[src/rtl/led_matrix_pwm.sv]
// led_matrix_pwm: row-scanned LED matrix driver with per-pixel PWM grayscale,
// blanking at each row change, and a double-buffered frame input.
//
// Optional feature: define LEDM_GLOBAL_DIM_EN to add a global dim input
// that caps the number of lit PWM slots per row.
//
// Ports:
//   clk          system clock
//   rst_n        asynchronous active-low reset
//   frame_data   DIM_X*DIM_Y*BPP pixels, pixel i=y*DIM_X+x at [i*BPP +: BPP]
//   frame_valid  frame_data valid
//   frame_ready  shadow buffer free; transfer on valid && ready
//   dim          (LEDM_GLOBAL_DIM_EN only) global brightness cap, sampled each tick
//   row          one-hot row drive, active high (registered)
//   col          column drive, active low (registered)
//   frame_start  one-clk pulse when the scan restarts at row 0
module led_matrix_pwm #(
    parameter int DIM_X       = 6,
    parameter int DIM_Y       = 6,
    parameter int BPP         = 4,
    parameter int PRESCALE    = 16,
    parameter int BLANK_SLOTS = 1
) (
    input  logic                       clk,
    input  logic                       rst_n,
    input  logic [DIM_X*DIM_Y*BPP-1:0] frame_data,
    input  logic                       frame_valid,
`ifdef LEDM_GLOBAL_DIM_EN
    input  logic [BPP-1:0]             dim,
`endif
    output logic                       frame_ready,
    output logic [DIM_Y-1:0]           row,
    output logic [DIM_X-1:0]           col,
    output logic                       frame_start
);

    localparam int SLOTS = BLANK_SLOTS + (1 << BPP) - 1;
    localparam int FW    = DIM_X * DIM_Y * BPP;
    localparam int PW    = (PRESCALE > 1) ? $clog2(PRESCALE) : 1;
    localparam int SW    = (SLOTS > 1)    ? $clog2(SLOTS)    : 1;
    localparam int RW    = (DIM_Y > 1)    ? $clog2(DIM_Y)    : 1;

    logic [PW-1:0]    pre_cnt;
    logic [SW-1:0]    slot;
    logic [RW-1:0]    row_idx;
    logic [FW-1:0]    active;
    logic [FW-1:0]    shadow;
    logic             pending;
    logic             tick;
    logic             row_end;
    logic             frame_end;
    logic [BPP-1:0]   dim_q;
    logic [DIM_Y-1:0] row_nxt;
    logic [DIM_X-1:0] col_nxt;
    logic [BPP-1:0]   pwm_p;
    logic [BPP-1:0]   pix;

    assign tick        = (pre_cnt == PW'(PRESCALE - 1));
    assign row_end     = tick && (slot == SW'(SLOTS - 1));
    assign frame_end   = row_end && (row_idx == RW'(DIM_Y - 1));
    assign frame_ready = !pending;

`ifdef LEDM_GLOBAL_DIM_EN
    always_ff @(posedge clk or negedge rst_n) begin
        if (!rst_n) begin
            dim_q <= '0;
        end else if (tick) begin
            dim_q <= dim;
        end
    end
`else
    // Without the dim port every PWM slot is allowed.
    assign dim_q = '1;
`endif

    always_ff @(posedge clk or negedge rst_n) begin
        if (!rst_n) begin
            pre_cnt <= '0;
            slot    <= '0;
            row_idx <= '0;
        end else begin
            pre_cnt <= tick ? '0 : pre_cnt + 1'b1;
            if (row_end) begin
                slot    <= '0;
                row_idx <= (row_idx == RW'(DIM_Y - 1)) ? '0 : row_idx + 1'b1;
            end else if (tick) begin
                slot <= slot + 1'b1;
            end
        end
    end

    // Accept and swap are mutually exclusive: ready is low while pending.
    always_ff @(posedge clk or negedge rst_n) begin
        if (!rst_n) begin
            active  <= '0;
            shadow  <= '0;
            pending <= 1'b0;
        end else if (frame_valid && frame_ready) begin
            shadow  <= frame_data;
            pending <= 1'b1;
        end else if (frame_end && pending) begin
            active  <= shadow;
            pending <= 1'b0;
        end
    end

    // Slot p (after the blank slots) lights a pixel when value > p, so a
    // value v stays lit for exactly v slots.
    always_comb begin
        row_nxt = '0;
        col_nxt = '1;
        pwm_p   = '0;
        pix     = '0;
        if (slot >= SW'(BLANK_SLOTS)) begin
            pwm_p            = BPP'(slot - SW'(BLANK_SLOTS));
            row_nxt[row_idx] = 1'b1;
            for (int unsigned x = 0; x < DIM_X; x++) begin
                pix = active[(int'(row_idx) * DIM_X + int'(x)) * BPP +: BPP];
                if ((pix > pwm_p) && (pwm_p < dim_q)) begin
                    col_nxt[x] = 1'b0;
                end
            end
        end
    end

    always_ff @(posedge clk or negedge rst_n) begin
        if (!rst_n) begin
            row         <= '0;
            col         <= '1;
            frame_start <= 1'b0;
        end else begin
            row         <= row_nxt;
            col         <= col_nxt;
            frame_start <= frame_end;
        end
    end

endmodule

[config.mk]
export PLATFORM = sky130hd
export DESIGN_NAME = led_matrix_pwm
export DESIGN_NICKNAME = d
export VERILOG_FILES = /design/src/rtl/led_matrix_pwm.sv
export SDC_FILE = /design/constraint.sdc
export NUM_CORES = 1
export LEC_CHECK = 0
export BUFFER_PORTS_ARGS = -buffer_cell sky130_fd_sc_hd__buf_2
export CAP_MARGIN = 30
export CORE_UTILIZATION = 40
export CTS_CLUSTER_SIZE = 14
export DETAILED_ROUTE_END_ITERATION = 7
export HOLD_SLACK_MARGIN = 0.15
export PLACE_DENSITY = 0.65
export SLEW_MARGIN = 0
export SYNTH_ARGS = -nofsm -noshare
export SYNTH_HDL_FRONTEND = slang
export SYNTH_SLANG_ARGS = --single-unit
[constraint.sdc]
create_clock -name clk -period 11.81 [get_ports clk]
set_input_delay 2.362 -clock clk [delete_from_list [all_inputs] [get_ports clk]]
set_output_delay 2.362 -clock clk [all_outputs]
set_load 0.01 [all_outputs]
==> metrics.yaml, run 1 <==
detailed_routing:
  dr.pass1.iters: 4
  drt-wirelength-per-cell_um: 22.38
  wl_met1_um: 17870
  dr_wl_met3_um: 2143
  drt_iter0_drc: 607
  drtAntennaViolNets: 0
  drc: 0
  viasPerCell: 5.396
  totalWireLength_um: 38870
  via_count: 9373
  met2_length_um: 17670
  highest_layer: "met4"
worst_hold_path:
  worstHoldStart: "pre_cnt[3]"
  min_path_type: "reg -> reg"
global_routing:
  grt_remaining_overflow: 0
  antenna_found_initial: 0
  grtUsageTotal_pct: 20.79
  grt_max_degree: 110
  grt_pass1_vias: 9647
  grt_pass1_wl_um: 59820
placed_design:
  place_inst: 1671
  gp_congestion: 0.8979
  placed_cell_area_mm2: 0.01651
  hpwl_um: 28380
  port_buffers: 160
status:
  status: "finished, final reports clean"
worst_setup_path:
  cp_max_fo: 58
  cp_data_required_time_ns: 12.26
  cp-end-kind: "register"
  crit_type: "reg -> reg"
  startpoint: "row_idx[0]"
  cp-start-kind: "register"
  timing.rr.start: "row_idx[0]"
  cp.arrival_ns: 6.05
  r2r_slack_ns: 6.21
floorplanning:
  rows: 71
  chipWidth_um: 197.5
  die_h_um: 197.5
  core_area_mm2: 0.03767
  dieArea_mm2: 0.03901
  ios: 161
  start_util_pct: 40.59
timing:
  fin_crit_ns: 5.601
  finalCritPeriodShare_pct: 47.42
  fmax_ghz: 0.1785
  finClkSkew_ns: 0.02371
  worstMarginPinSlew_ns: 0.9685
  max_slew_margin_pct: 35.43
  rsz0062_at_grt: "false"
  finalSetupViolCount: 0
  tns_ns: 0
  slew_violations: 0
  hold_violations: 0
pwr:
  p_comb_share_pct: 4.3
  clkPwrFrac_pct: 46.6
  power.density_mw_per_mm2: 134.0
  switchingPower_mw: 0.5216
  power_mw: 2.378
  intPower_mw: 1.857
  pwr-share-seq_pct: 49.1
  irDropWorstVdd_uv: 120.6
  sw_frac_of_total_pct: 21.93
  leakage_nw: 8.039
layout:
  layout_common_cells: "dfrtp_1, mux2_2, buf_2"
  fin_area_mm2: 0.01775
  num_antenna_cells: 0
  syn_to_final_growth_pct: 16.09
  final_common_cell: "dfrtp_1"
  nFillCells: 3400
  layout-drive-gt1-share_pct: 49.51
  layout.nets: 1386
  instances_no_fill: 1737
synth:
  synthesis.nets: 1235
  yosysWarnings: 0
  synthCells: 1049
  synth_area_per_cell_um2: 14.58
  synth_edf_count: 0
  synthFlopType: "dfrtp_1"
  synth_cell_type_count: 52
  synth.ff_latch_count: 313
  ys_seq_area_share_pct: 51.28
  synthArstFlopShare_pct: 100.0
  netlist_area_mm2: 0.01529
run:
  drv_cap: 0
clock_tree:
  numCtsBuffers: 36
  clk_latency_ns: 0.54
  post_cts_buffers: 0
  path_clk_slew_ns: 0.06
  post_cts_resized: 0
  clock-sinks: 313
  tritoncts: "done"
  cts.htree.levels: 2
  cts_buffer_depth: 3
  root_buffer: "clkbuf_16"
  hold_buffers: 0
-- final cells by class --
cell class / instances / area, um^2 / area share, %
clock buffer: 51 / 1050 / 5.914
multi-input combinational: 659 / 7054 / 39.74
sequential: 313 / 7844 / 44.19
clock inverter: 13 / 138.9 / 0.7825
timing repair buffer: 176 / 970.9 / 5.470
tap: 511 / 639.4 / 3.602
inverter: 14 / 52.55 / 0.2961
-- cells in the mapped netlist, types with 6 or more instances --
cell / instances / area (um^2)
a22oi_1: 10 / 75.07
nor2b_1: 9 / 56.30
dfstp_2: 6 / 157.7
o21a_1: 12 / 90.09
buf_6: 8 / 90.09
nand3_1: 13 / 65.06
nor2_1: 20 / 75.07
o21ai_0: 24 / 120.1
ha_1: 38 / 475.5
buf_4: 8 / 60.06
and2_1: 6 / 37.54
clkbuf_1: 15 / 56.30
inv_1: 12 / 45.04
nand2_1: 45 / 168.9
xnor2_1: 8 / 70.07
and4_1: 6 / 52.55
buf_2: 31 / 155.2
a21oi_1: 9 / 45.04
mux2i_1: 39 / 390.4
mux4_2: 69 / 1554
mux2_2: 289 / 3254
o211ai_1: 8 / 60.06
nand4_1: 10 / 62.56
dfrtp_1: 307 / 7682
-- cell families after synthesis --
kind of cell | count (synthesis) | synth area share (%)
multiplexers | 397 | 34.00
XOR/XNOR | 12 | 0.8347
buffers and inverters | 77 | 2.733
AND/OR/NAND/NOR | 124 | 4.075
flip-flops | 313 | 51.28
AO/OA/AOI/OAI | 87 | 3.838
adder cells (fa/ha/maj) | 39 | 3.241
-- through the flow --
stage	hold WS, ns	setup slack, ns	util, %
CTS	0.4912	6.184	46.98
finish	0.4949	6.209	47.12
floorplan	0.4424	7.586	-
global placement	0.4591	6.266	43.82
detailed placement	0.4797	6.218	43.82
global route	0.5113	5.778	47.12
-- worst max-delay path: stages, from the launching register on --
cell and delay (ns):
dfrtp_4 0.68, buf_4 0.79, ha_2 0.43, buf_4 0.37, inv_1 0.14, buf_4 0.37
ha_1 0.36, nand2_1 0.18, o31ai_1 0.82, a22oi_1 0.21, and3_1 0.24, ha_1 0.28
nor2b_1 0.14, o21a_1 0.16, o21a_1 0.16, o211ai_1 0.15
-- layer usage --
layer | up-vias | track usage [%]
met4 | 0 | 7.867
met2 | 265 | 31.26
li1 | 4240 | -
met5 | - | 0
met1 | 4798 | 29.72
met3 | 70 | 4.029
-- sequential cells by signal, summed over array words and instances (netlist names) --
name         flops
row              6
slot             4
pre_cnt          4
frame_start      1
shadow         144
active         144
row_idx          3
col              6
pending          1
-- final timing paths --
kind,endpoint,cells after the start
hold / removal,pre_cnt[3],1
max in group asynchronous,active[113],3
setup reg to reg,col[2],15
min in group asynchronous,shadow[140],1
setup / recovery,col[2],15
hold reg to reg,pre_cnt[3],1
-- power by group through the flow --
stage	combinational [mW]	clock, mW	sequential (mW)
3_5_place_dp	0.103	0	1.19
2_1_floorplan	0.0500	0	1.17
3_3_place_gp	0.0998	0	1.19
4_1_cts	0.104	1.14	1.17
5_1_grt	0.115	1.19	1.17
6_report	0.101	1.11	1.17
Power figures use the tool's default switching activity.
==> run 2: changes to the inputs <==
==> constraint.sdc (replaced) <==
create_clock -name clk -period 5.55 [get_ports clk]
set_input_delay 1.11 -clock clk [delete_from_list [all_inputs] [get_ports clk]]
set_output_delay 1.11 -clock clk [all_outputs]
set_load 0.01 [all_outputs]
==> run 2 against run 1 <==
  * First-iteration DRC count fell by 7.1%
  * Sequential power up 110%
  * Highest routed layer unchanged
  * Die area unchanged
==> metrics.yaml, run 2 (same netlist as run 1, synthesis figures left out) <==
timing:
  rsz0062_at_grt: "false"
  finalSetupViolCount: 0
  fin_crit_ns: 4.867
  max_slew_margin_pct: 34.40
  slew_violations: 0
  hold_violations: 0
  worstMarginPinSlew_ns: 0.9840
  finalCritPeriodShare_pct: 87.69
  fmax_ghz: 0.2055
  whs_ns: 0.4895
  tns_ns: 0
  finClkSkew_ns: 0.01892
worst_setup_path:
  r2r_slack_ns: 0.68
  regToRegEndpoint: "col[4]"
  cp-start-kind: "register"
  path_cells: "clkinv_1 > fa_1 > clkinv_1 > ha_1 > xnor3_2 > mux4_2 > o21ai_1 > a21oi_1 > a211o_1 > ha_1 > nor2b_1 > o21a_1 > o21a_1 > o211ai_1"
  crit_slowest_cell: "fa_1"
  cp.arrival_ns: 5.33
  cp_data_required_time_ns: 6.02
  timing.rr.start: "row_idx[2]"
  cp_max_fo: 12
  max_stage_delay_ns: 0.90
  cp-end-kind: "register"
  ff2ff_path_depth: 14
  crit_type: "reg -> reg"
clock_tree:
  tritoncts: "done"
  cts_buffer_depth: 3
  numCtsBuffers: 36
  cts.htree.levels: 2
  clk_latency_ns: 0.55
  root_buffer: "clkbuf_16"
  post_cts_buffers: 0
  hold_buffers: 0
  post_cts_resized: 0
  path_clk_slew_ns: 0.06
  clock-sinks: 313
floorplanning:
  ios: 161
  dieArea_mm2: 0.03901
  start_util_pct: 40.59
  die_h_um: 197.5
  chipWidth_um: 197.5
  rows: 71
  core_area_mm2: 0.03767
global_routing:
  met2_usage_pct: 31.05
  grtUsageMet3_pct: 3.176
  grt_pass1_wl_um: 59570
  grtUsageTotal_pct: 20.63
  grt_remaining_overflow: 0
  grt_use_met1_pct: 29.87
  grt_pass1_vias: 9569
  globalRoute.busiestLayer: "met2"
  antenna_found_initial: 0
  grt_max_degree: 146
placed_design:
  place_inst: 1673
  gp_congestion: 0.8849
  hpwl_um: 28520
  port_buffers: 160
worst_hold_path:
  min_path_cells: 1
  worstHoldStart: "shadow[41]"
  min_path_type: "reg -> reg"
  min_to: "active[41]"
detailed_routing:
  drc: 0
  drt_iter0_drc: 564
  totalWireLength_um: 38830
  drt-wirelength-per-cell_um: 22.33
  viasPerCell: 5.411
  dr.pass1.iters: 7
  drtAntennaViolNets: 0
  via_count: 9409
pwr:
  irDropWorstVdd_uv: 212.5
  power.density_mw_per_mm2: 287.2
  leakage_nw: 8.068
layout:
  layout_common_cells: "dfrtp_1, mux2_2, buf_2"
  instances_no_fill: 1739
  syn_to_final_growth_pct: 16.47
  layout-drive-gt1-share_pct: 49.59
  multi_input_comb_area_mm2: 0.007054
  reg_top3: "active x144, shadow x144"
  layout.nets: 1387
  nFillCells: 3388
  regArea_mm2: 0.007844
  final_common_cell: "dfrtp_1"
  num_antenna_cells: 0
status:
  status: "finished, final reports clean"
run:
  drv_cap: 0
-- run 2: cell types whose count changed in the layout (fill, tap and decap cells not counted), moves of 2 or more --
| cell | previous run | this run |
|---|---|---|
| buf_4 | 14 | 12 |
| clkbuf_16 | 38 | 36 |
| clkinvlp_4 | 2 | 0 |
| buf_12 | 0 | 4 |
| clkbuf_8 | 5 | 8 |
| buf_16 | 2 | 0 |
| clkinv_2 | 6 | 4 |
-- run 2: area by class of cell --
cell class / instances / share of cell area (%)
clock buffers: 52 / 5.846
clock inverters: 13 / 1.019
inverters: 14 / 0.2951
multi-input cells: 659 / 39.61
flip-flops and latches: 313 / 44.05
well taps: 511 / 3.590
repair buffers: 177 / 5.593
-- run 2: worst max-delay path by stage --
stage                from  endpoint  slack [ns]
2_1_floorplan  row_idx[1]    col[4]        1.33
3_3_place_gp   row_idx[2]    col[2]        0.76
3_5_place_dp   row_idx[2]    col[2]        0.68
4_1_cts        row_idx[2]    col[2]        0.65
5_1_grt        row_idx[2]    col[4]        0.38
6_report       row_idx[2]    col[4]        0.68
-- run 2: where the power goes --
part | switching (mW) | total, mW | internal, mW | leakage, nW
clock | 0.956 | 2.42 | 1.46 | 0.603
combinational | 0.0875 | 0.214 | 0.127 | 3.37
sequential | 0.0784 | 2.48 | 2.41 | 4.10
total | 1.12 | 5.11 | 3.99 | 8.07
-- run 2: stage by stage --
step / util, % / setup WS, ns / power [mW] / cell area (um^2)
after global placement: 43.99 / 0.7608 / 2.737 / 16570
after detailed placement: 43.99 / 0.6771 / 2.748 / 16570
after global routing: 47.28 / 0.3791 / 5.312 / 17810
after floorplan: - / 1.326 / 2.589 / 15290
final: 47.28 / 0.6830 / 5.115 / 17810
after CTS: 47.24 / 0.6489 / 5.195 / 17790
-- run 2: critical path: cells and delay by family, from the launching register on --
family,cells,cell delay (ns)
compound gates,6,0.97
xor+xnor,1,0.43
fa+ha+maj,3,1.58
buf+inv,2,0.74
flops,1,0.59
mux,1,0.34
simple gates,1,0.13
-- run 2: routing by layer --
metal | routed length, um | vias up | share of wire, %
met1 | 18030 | 4877 | 46
met4 | 1190 | 0 | 3.1
met5 | 0 | - | 0
met3 | 1745 | 55 | 4.5
met2 | 17860 | 262 | 46
li1 | - | 4215 | -
==> run 3: changes to the inputs <==
--- a/config.mk
+++ b/config.mk
@@ -7,6 +7,7 @@
 export LEC_CHECK = 0
 export BUFFER_PORTS_ARGS = -buffer_cell sky130_fd_sc_hd__buf_2
 export CAP_MARGIN = 30
+export CORE_ASPECT_RATIO = 1.4
 export CORE_UTILIZATION = 40
 export CTS_CLUSTER_SIZE = 14
 export DETAILED_ROUTE_END_ITERATION = 7
==> run 3 against run 2 <==
  * Routed wire length is 0.63% lower
  * Sequential share of layout area is 0.49 points higher
  * Clock power is 13% lower
==> metrics.yaml, run 3 (same netlist as run 1, synthesis figures left out) <==
timing:
  tns_ns: 0
  finClkSkew_ns: 0.01273
  max_slew_margin_pct: 40.18
  fmax_ghz: 0.2070
  hold_violations: 0
  finalSetupViolCount: 0
  finalCritPeriodShare_pct: 87.04
  rsz0062_at_grt: "false"
  worstMarginPinSlew_ns: 0.8973
  fin_crit_ns: 4.831
  slew_violations: 0
floorplanning:
  rows: 84
  dieArea_mm2: 0.03902
  die_h_um: 233.3
  core_area_mm2: 0.03763
  start_util_pct: 40.64
  ios: 161
  chipWidth_um: 167.2
clock_tree:
  post_cts_resized: 0
  tritoncts: "done"
  clk_latency_ns: 0.57
  cts_buffer_depth: 3
  hold_buffers: 0
  path_clk_slew_ns: 0.07
  cts.htree.levels: 1
  post_cts_buffers: 0
  root_buffer: "clkbuf_16"
  numCtsBuffers: 30
  clock-sinks: 313
worst_setup_path:
  max_stage_delay_ns: 0.70
  cp_data_required_time_ns: 6.04
  crit_slowest_cell: "fa_1"
  cp-end-kind: "register"
  cp.arrival_ns: 5.32
  path_cells: "clkinv_1 > fa_1 > buf_4 > clkinv_1 > ha_1 > nand2_1 > inv_1 > o31ai_2 > a22oi_1 > and3_1 > ha_1 > nor2b_1 > o21a_1 > o21a_1 > o211ai_1"
  cp-start-kind: "register"
  crit_type: "reg -> reg"
  cp_max_fo: 17
layout:
  reg_top3: "active x144, shadow x144"
  num_antenna_cells: 0
  final_common_cell: "dfrtp_1"
  layout_common_cells: "dfrtp_1, mux2_2, buf_2"
  final_core_util_pct: 46.81
  nFillCells: 3358
  layout-drive-gt1-share_pct: 49.55
  syn_to_final_growth_pct: 15.19
  layout.nets: 1384
status:
  status: "finished, final reports clean"
global_routing:
  grt_pass1_wl_um: 60410
  grt_pass1_vias: 9793
  grt_remaining_overflow: 0
  grtUsageTotal_pct: 20.55
  grt_max_degree: 145
  antenna_found_initial: 0
placed_design:
  gp_congestion: 0.9186
  hpwl_um: 28910
  port_buffers: 160
detailed_routing:
  viasPerCell: 5.498
  drc: 0
  drtAntennaViolNets: 0
  drt_iter0_drc: 633
  dr.pass1.iters: 5
  drt-wirelength-per-cell_um: 22.78
  via_count: 9313
  totalWireLength_um: 38580
run:
  drv_cap: 0
pwr:
  irDropWorstVdd_uv: 233.1
  leakage_nw: 7.993
  power.density_mw_per_mm2: 272.2
worst_hold_path:
  min_path_type: "reg -> reg"
-- run 3: cell count changes in the layout (fill, tap and decap cells not counted) --
cell,delta
buf_4,+2
bufinv_16,-1
buf_16,+1
clkbuf_1,-3
inv_6,-2
clkinv_8,-1
inv_16,-1
clkinvlp_4,+2
clkbuf_16,-5
clkbuf_8,+1
-- run 3: report_power, final --
part | switching, mW | internal [mW] | leakage (nW)
registers | 0.0759 | 2.40 | 4.10
logic | 0.0878 | 0.127 | 3.39
clock network | 0.866 | 1.23 | 0.505
-- run 3: final cells by class --
type                    instances  area [um^2]  share of cell area [%]
clock inverters                10        112.6                  0.6394
multi-input cells             659         7054                   40.05
inverters                      14        52.55                  0.2984
clock buffers                  45        918.4                   5.215
repair buffers                180         1039                   5.897
well taps                     473        591.8                   3.360
flip-flops and latches        313         7844                   44.54
-- run 3: per-stage QoR --
step	setup slack [ns]	hold WS, ns	instance area [um^2]	instances	total power, mW
after global routing	0.4172	0.5145	17610	1694	4.979
after CTS	0.7490	0.4941	17580	1693	4.855
final	0.7194	0.4918	17610	1694	4.794
after global placement	0.8814	0.4626	16520	1635	2.736
after detailed placement	0.7683	0.4846	16550	1638	2.746
after floorplan	1.326	0.4424	15290	1049	2.589
-- run 3: critical path: cells and delay by family (launching register included) --
kind,cells,cell delay [ns]
DFF,1,0.61
adders and majority gates,3,1.32
and+or+nand+nor,3,0.56
buffers and inverters,4,1.06
AOI/OAI and AO/OA,5,1.21
-- run 3: path summary, 6_finish.rpt --
check / from / to / slack [ns] / cells after the start
setup / recovery: row_idx[2] / col[2] / 0.72 / 15
hold / removal: pre_cnt[0] / pre_cnt[0] / 0.49 / 1
setup reg to reg: row_idx[2] / col[2] / 0.72 / 15
hold reg to reg: pre_cnt[0] / pre_cnt[0] / 0.49 / 1
max in group asynchronous: rst_n / shadow[130] / 3.79 / 2
min in group asynchronous: rst_n / active[16] / 0.60 / 1
-- run 3: metal layers --
metal  GRT usage, %  vias to the layer above  part of all wire, %
met2          35.75                      208                   51
met4          7.942                        0                  3.8
met3          1.999                       64                  3.3
met5              0                        -                    0
met1          26.52                     4831                   42
li1               -                     4210                    -
